`config.mk`:
```
export PLATFORM = sky130hd
export DESIGN_NAME = conv_pe_array
export DESIGN_NICKNAME = d
export VERILOG_FILES = /design/src/rtl/conv_pkg.sv /design/src/rtl/conv_pe_array_pe_mac3.sv /design/src/rtl/conv_pe_array.sv
export SDC_FILE = /design/constraint.sdc
export NUM_CORES = 1
export LEC_CHECK = 0
export CORE_MARGIN = 2
export CORE_UTILIZATION = 33
export DETAILED_ROUTE_END_ITERATION = 12
export GPL_TIMING_DRIVEN = 0
export PLACE_DENSITY_LB_ADDON = 0.25
export SLEW_MARGIN = 20
export SYNTH_ARGS = -nofsm -noshare
export SYNTH_HDL_FRONTEND = slang
export SYNTH_HIERARCHICAL = 1
export SYNTH_SLANG_ARGS = --single-unit
```
`constraint.sdc`:
```
create_clock -name clk -period 2.5 [get_ports clk]
set_clock_uncertainty 0.05 [all_clocks]
set_input_delay 0.5 -clock clk [delete_from_list [all_inputs] [get_ports clk]]
set_output_delay 0.5 -clock clk [all_outputs]
set_load 0.02 [all_outputs]
```
`src/rtl/conv_pkg.sv`:
```
// Shared definitions for the 3-tap convolution PE array.
// Latency: n/a (types and constants only).
// Backpressure: n/a.
// Contents: FSM state encoding, pixel/product widths, default layer geometry,
//           and a counter-width helper that never returns zero.
package conv_pkg;

  localparam int PIX_W  = 8;   // IFM pixel and weight width
  localparam int PROD_W = 16;  // full-precision product width
  localparam int CH_W   = 6;   // channel index width (up to 64 channels)

  localparam int DEF_NUM_CH        = 32;
  localparam int DEF_GROUPS_PER_CH = 2048;
  localparam int DEF_DONE2_DLY     = 2048;

  typedef enum logic [1:0] {
    ST_IDLE,
    ST_RUN,
    ST_DRAIN,
    ST_DONE_WAIT
  } conv_state_t;

  // Width of a counter that must hold 0..n-1; at least one bit.
  function automatic int cnt_w(input int n);
    return (n > 1) ? $clog2(n) : 1;
  endfunction

endpackage

```
`src/rtl/conv_pe_array_pe_mac3.sv`:
```
// Single 3-tap multiply-accumulate: sum = (x0*w0 + x1*w1 + x2*w2) mod 2^PIX_W.
// Latency: 2 cycles (products registered, then truncated sum registered).
// Backpressure: none; stages load only when their valid is high, otherwise hold.
// Ports: clk, rstn (async active-low), in_vld (load stage 1), s1_vld (load
//        stage 2), x0..x2 pixels, w0..w2 weights, sum (registered result).
module pe_mac3
  import conv_pkg::*;
(
  input  logic             clk,
  input  logic             rstn,
  input  logic             in_vld,
  input  logic             s1_vld,
  input  logic [PIX_W-1:0] x0,
  input  logic [PIX_W-1:0] x1,
  input  logic [PIX_W-1:0] x2,
  input  logic [PIX_W-1:0] w0,
  input  logic [PIX_W-1:0] w1,
  input  logic [PIX_W-1:0] w2,
  output logic [PIX_W-1:0] sum
);

  logic [PROD_W-1:0] p0_q, p1_q, p2_q;

  always_ff @(posedge clk or negedge rstn) begin
    if (!rstn) begin
      p0_q <= '0;
      p1_q <= '0;
      p2_q <= '0;
      sum  <= '0;
    end else begin
      if (in_vld) begin
        p0_q <= PROD_W'(x0) * PROD_W'(w0);
        p1_q <= PROD_W'(x1) * PROD_W'(w1);
        p2_q <= PROD_W'(x2) * PROD_W'(w2);
      end
      // Only the low byte of the 16-bit sum leaves the MAC.
      if (s1_vld) begin
        sum <= PIX_W'(p0_q + p1_q + p2_q);
      end
    end
  end

endmodule

```
`src/rtl/conv_pe_array.sv`:
```
// Convolution PE array: five 3-tap MACs over a 7-pixel IFM group, with layer
//   sequencing (group/channel counters) and OFM readout handshake pulses.
// Latency: accepted group at cycle t gives pe_sum_valid at t+2.
// Backpressure: in_ready high only in RUN; in_valid low inserts bubbles.
// Ports: clk, rstn, start, in_valid/in_ready, ifm_0..6, w_0..2 in;
//        pe_sum_1..5, pe_sum_valid, c_i_c, conv_done, conv_done_1/2 out.
module conv_pe_array
  import conv_pkg::*;
#(
  parameter int NUM_CH        = DEF_NUM_CH,
  parameter int GROUPS_PER_CH = DEF_GROUPS_PER_CH,
  parameter int DONE2_DLY     = DEF_DONE2_DLY
) (
  input  logic             clk,
  input  logic             rstn,
  input  logic             start,
  input  logic             in_valid,
  output logic             in_ready,
  input  logic [PIX_W-1:0] ifm_0,
  input  logic [PIX_W-1:0] ifm_1,
  input  logic [PIX_W-1:0] ifm_2,
  input  logic [PIX_W-1:0] ifm_3,
  input  logic [PIX_W-1:0] ifm_4,
  input  logic [PIX_W-1:0] ifm_5,
  input  logic [PIX_W-1:0] ifm_6,
  input  logic [PIX_W-1:0] w_0,
  input  logic [PIX_W-1:0] w_1,
  input  logic [PIX_W-1:0] w_2,
  output logic [PIX_W-1:0] pe_sum_1,
  output logic [PIX_W-1:0] pe_sum_2,
  output logic [PIX_W-1:0] pe_sum_3,
  output logic [PIX_W-1:0] pe_sum_4,
  output logic [PIX_W-1:0] pe_sum_5,
  output logic             pe_sum_valid,
  output logic [CH_W-1:0]  c_i_c,
  output logic             conv_done,
  output logic             conv_done_1,
  output logic             conv_done_2
);

  localparam int GW = cnt_w(GROUPS_PER_CH);
  localparam int WW = cnt_w(DONE2_DLY);
  localparam logic [GW-1:0]   GRP_LAST   = GW'(GROUPS_PER_CH - 1);
  localparam logic [CH_W-1:0] CH_LAST    = CH_W'(NUM_CH - 1);
  localparam logic [WW-1:0]   WAIT_LAST  = WW'(DONE2_DLY - 1);
  localparam logic [WW-1:0]   DRAIN_LAST = WW'(1);

  conv_state_t       state_q, state_d;
  logic [GW-1:0]     grp_cnt;
  logic [CH_W-1:0]   ch_cnt;
  logic [WW-1:0]     wait_cnt;
  logic              accept, last_grp, go_run, fire_d1, fire_d2;
  logic              s1_vld;
  logic [CH_W-1:0]   s1_ch;

  assign in_ready = (state_q == ST_RUN);
  assign accept   = in_valid && in_ready;
  assign last_grp = accept && (grp_cnt == GRP_LAST) && (ch_cnt == CH_LAST);

  // Next-state and transition strobes.
  always_comb begin
    state_d = state_q;
    go_run  = 1'b0;
    fire_d1 = 1'b0;
    fire_d2 = 1'b0;
    case (state_q)
      ST_IDLE: begin
        if (start) begin
          state_d = ST_RUN;
          go_run  = 1'b1;
        end
      end
      ST_RUN: begin
        if (last_grp) state_d = ST_DRAIN;
      end
      // Two cycles here let the final group reach pe_sum before readout starts.
      ST_DRAIN: begin
        if (wait_cnt == DRAIN_LAST) begin
          state_d = ST_DONE_WAIT;
          fire_d1 = 1'b1;
        end
      end
      ST_DONE_WAIT: begin
        if (wait_cnt == WAIT_LAST) begin
          state_d = ST_IDLE;
          fire_d2 = 1'b1;
        end
      end
      default: state_d = ST_IDLE;
    endcase
  end

  always_ff @(posedge clk or negedge rstn) begin
    if (!rstn) begin
      state_q     <= ST_IDLE;
      wait_cnt    <= '0;
      conv_done   <= 1'b0;
      conv_done_1 <= 1'b0;
      conv_done_2 <= 1'b0;
    end else begin
      state_q     <= state_d;
      conv_done_1 <= fire_d1;
      conv_done_2 <= fire_d2;
      if (go_run)       conv_done <= 1'b0;
      else if (fire_d1) conv_done <= 1'b1;
      // wait_cnt restarts on every state change and counts cycles spent in
      // DRAIN / DONE_WAIT.
      if (state_d != state_q) wait_cnt <= '0;
      else if (state_q == ST_DRAIN || state_q == ST_DONE_WAIT) wait_cnt <= wait_cnt + 1'b1;
    end
  end

  // Group / channel counters; they hold on the final group so the layer
  // ends with a stable index until the next start clears them.
  always_ff @(posedge clk or negedge rstn) begin
    if (!rstn) begin
      grp_cnt <= '0;
      ch_cnt  <= '0;
    end else if (go_run) begin
      grp_cnt <= '0;
      ch_cnt  <= '0;
    end else if (accept && !last_grp) begin
      if (grp_cnt == GRP_LAST) begin
        grp_cnt <= '0;
        ch_cnt  <= ch_cnt + 1'b1;
      end else begin
        grp_cnt <= grp_cnt + 1'b1;
      end
    end
  end

  // Valid and channel tag ride alongside the MAC stages.
  always_ff @(posedge clk or negedge rstn) begin
    if (!rstn) begin
      s1_vld       <= 1'b0;
      s1_ch        <= '0;
      pe_sum_valid <= 1'b0;
      c_i_c        <= '0;
    end else begin
      s1_vld       <= accept;
      pe_sum_valid <= s1_vld;
      if (accept) s1_ch <= ch_cnt;
      if (s1_vld) c_i_c <= s1_ch;
    end
  end

  logic [PIX_W-1:0] pix  [7];
  logic [PIX_W-1:0] sums [5];

  assign pix[0] = ifm_0;
  assign pix[1] = ifm_1;
  assign pix[2] = ifm_2;
  assign pix[3] = ifm_3;
  assign pix[4] = ifm_4;
  assign pix[5] = ifm_5;
  assign pix[6] = ifm_6;

  // MAC g produces pe_sum_(g+1) from the pixel window g..g+2.
  for (genvar g = 0; g < 5; g++) begin : g_mac
    pe_mac3 u_mac (
      .clk    (clk),
      .rstn   (rstn),
      .in_vld (accept),
      .s1_vld (s1_vld),
      .x0     (pix[g]),
      .x1     (pix[g+1]),
      .x2     (pix[g+2]),
      .w0     (w_0),
      .w1     (w_1),
      .w2     (w_2),
      .sum    (sums[g])
    );
  end

  assign pe_sum_1 = sums[0];
  assign pe_sum_2 = sums[1];
  assign pe_sum_3 = sums[2];
  assign pe_sum_4 = sums[3];
  assign pe_sum_5 = sums[4];

endmodule

```
==> out/results.ini <==
[finish]
final_common_cell=inv_1
area_growth_pct=28.4
fin_util_pct=42.7
seq_area_um2=5180
final_cell_mix=inv_1 (331), nand2_1 (238), and2_1 (230)
drive_gt1_share_pct=26.9
fillerInstances=6757
fin_nets=3252
final_cells=3637
multi_input_area_um2=18200

[placement]
detailed_place_hpwl_um=44100
io_buffers=134
place_congestion=0.812
dp.cells=3503

[critical_path]
path_buf_inv=6
path_cells=buf_16 -> buf_16 -> buf_4 -> nand2_2 -> fa_2 -> fa_1 -> inv_1 -> fa_1 -> inv_1 -> fa_2 -> inv_2 -> ha_4 -> a21oi_4 -> xnor2_2 -> xnor2_1 -> mux2_4
arrival_ns=3.80
cp-end-kind=register
max_stage_delay_ns=0.52
crit_family=adder cells
worstPathRequired_ns=2.89
cp_max_fo=5
critPathKind=primary input to register
crit_slowest_cell=fa_2
cp-start-kind=primary input

[sta]
final.min_clock_period_ns=3.41
setup_viol=65
fmax_mhz=293
tightest_slew_ns=0.696
slew_headroom_pct=53.2
rsz0062_at_grt=yes
finalHoldViolations=0
fin_ws_ns=-0.909
period_share_pct=136
finalMaxSlewViolations=0

[power]
pwr-share-comb_pct=62.5
switching_share_pct=39.5
p_seq_share_pct=20.9
total_power_uw=25400
clkPwrFrac_pct=16.7
p_int_uw=15400
peakVddDrop_uv=581
powerDensity_nw_per_um2=851
switchingPower_uw=10000
power_leakage_uw=0.0137

[synth]
synth_edf_count=0
postSynthCellCount=2417
ys_types=52
syn-num-nets=2995
synthTopCellsByArea=dfrtp_1 (22%), fa_1 (19%), ha_1 (15%)
yosys.area.top_type_share_pct=22.3
async_flop_share_pct=100
synth_warnings=6
yosysTopAreaCell=dfrtp_1
syn_area_um2=23300
ys_seq_area_share_pct=22.3
syn_avg_cell_area_um2=9.63
ys_seq_elements=207
synthFlopType=dfrtp_1

[global_route]
grt_pass1_wl_um=103000
grt_start_max_net_pins=90
antenna_found_initial=12
grt_pass1_vias=19178
grt_use_total_pct=17.8
grt_overflow_total=0

[outcome]
violations=setup timing
status=complete, but fails checks

[clock_tree]
path_clk_slew_ns=0.06
clock_latency_ns=0.56
cts_tree=done
cts_root_buf=clkbuf_16
cts.path.max_buffers=3
cts_buffers=27
clock-sinks=207
htreeDepth=1

[floorplan]
rows=97
start_util_pct=33.3
io_pins=135
core_area_um2=69900
die_w_um=270
fp.dieH_um=270
die-area_um2=72600

[routing]
wl_per_cell_um=17.8
vias=17420
ant_nets=0
route.detailed.drc=0
routed_wl_um=64700
drt_iter0_drc=785
viasPerCell=4.79
dr.pass1.iters=5

[worst_hold_path]
hold_class=primary input to register

[run]
maxCapViolCount=0

power by group through the flow:
stage	combinational (µW)	clock [µW]	sequential [µW]
5_1_grt	17800	4520	5450
4_1_cts	15500	4390	5320
6_report	15900	4230	5300
2_1_floorplan	9900	0	5550
3_5_place_dp	13900	0	5370
3_3_place_gp	13700	0	5360
path summary, 6_finish.rpt:
path | from | endpoint | slack [ns] | cells past startpoint
setup / recovery | w_2[2] | g_mac[0].u_mac/p2_q[7] | -0.91 | 16
hold / removal | w_1[0] | g_mac[0].u_mac/p1_q[0] | 0.23 | 3
setup reg to reg | g_mac[4].u_mac/p0_q[1] | g_mac[4].u_mac/sum[7] | -0.05 | 10
hold reg to reg | s1_ch[0] | s1_ch[0] | 0.43 | 2
max in group asynchronous | rstn | g_mac[1].u_mac/p1_q[5] | 1.26 | 3
min in group asynchronous | rstn | conv_done_1 | 0.35 | 2
cells by family after synthesis:
kind of cell,synth area share [%]
muxes,5.56
adders and majority gates,33.7
AOI/OAI and AO/OA,4.85
xor gates and xnor gates,10.8
buffers and inverters,7.08
DFF,22.3
and+or+nand+nor,15.8
through the flow:
step	area (µm²)	hold slack (ns)	TNS (ns)	setup slack [ns]
after floorplan	24200	0.154	-37.22	-0.975
after global routing	29900	0.257	-35.23	-0.954
after global placement	26700	0.419	-1960.44	-8.35
after CTS	29200	0.197	-30.08	-0.829
after detailed placement	26900	0.351	-150.74	-2.50
final	29900	0.233	-31.08	-0.909
cell usage after synthesis (2+ instances only):
cell type,count
and3_1,8
ha_1,274
dfrtp_1,207
nand3_1,25
buf_1,5
o21ai_1,3
mux2_4,3
or2_2,2
inv_1,411
a211oi_1,2
or4_1,7
nor3_1,17
nand2_2,8
a21oi_1,76
o31ai_1,6
nor4_1,3
fa_1,220
a221o_1,5
o21ai_0,47
xor2_1,38
and4_1,7
or3_1,4
a31oi_1,2
mux2i_1,11
nor2b_1,6
and2_1,288
and2_2,22
nor4b_1,2
xnor2_1,233
mux2_2,101
clkbuf_1,16
a21o_1,39
nand4_1,5
nor2_1,34
buf_2,2
nand2_1,251
xnor2_2,9
o211ai_1,4
layer usage:
| layer | wire length [µm] | part of all wire [%] | track usage [%] | vias to the layer above |
|---|---|---|---|---|
| li1 | - | - | - | 8141 |
| met2 | 32200 | 50 | 32.2 | 358 |
| met5 | 59 | 0.091 | 0 | - |
| met3 | 3280 | 5.1 | 2.61 | 119 |
| met1 | 27300 | 42 | 22.3 | 8792 |
| met4 | 1910 | 3.0 | 4.55 | 10 |
sequential cells by signal, summed over array words and instances, names as in the netlist, 2 cells and up:
signal,cells
g_mac.u_mac/p0_q,40
g_mac.u_mac/p1_q,40
grp_cnt,11
c_i_c,6
wait_cnt,11
state_q,2
g_mac.u_mac/sum,40
g_mac.u_mac/p2_q,40
ch_cnt,6
s1_ch,6
layout make-up:
cell class,instances,share of cell area [%]
Tap cell,940,3.94
Inverter,412,5.18
Timing Repair Buffer,228,8.95
Clock buffer,33,2.47
Antenna cell,2,0.0168
Clock inverter,17,0.775
Buffer,24,0.348
Sequential cell,207,17.4
Multi-Input combinational cell,1774,61.0
repair_timing:
action	in CTS	in global routing
cloned	11	1
pin swaps	183	161
endpoints found under the setup margin	89	91
endpoints found under the hold margin	31	0
hold buffers	1	0
setup buffers	55	23
gates resized for setup	429	135
worst min-delay path: cells and delay by family:
| family | cells | cell delay (ns) |
|---|---|---|
| and+or+nand+nor | 1 | 0.07 |
| AOI/OAI and AO/OA | 1 | 0.07 |
| buffers and inverters | 1 | 0.14 |
No activity file was read; power rests on OpenSTA's default activity.
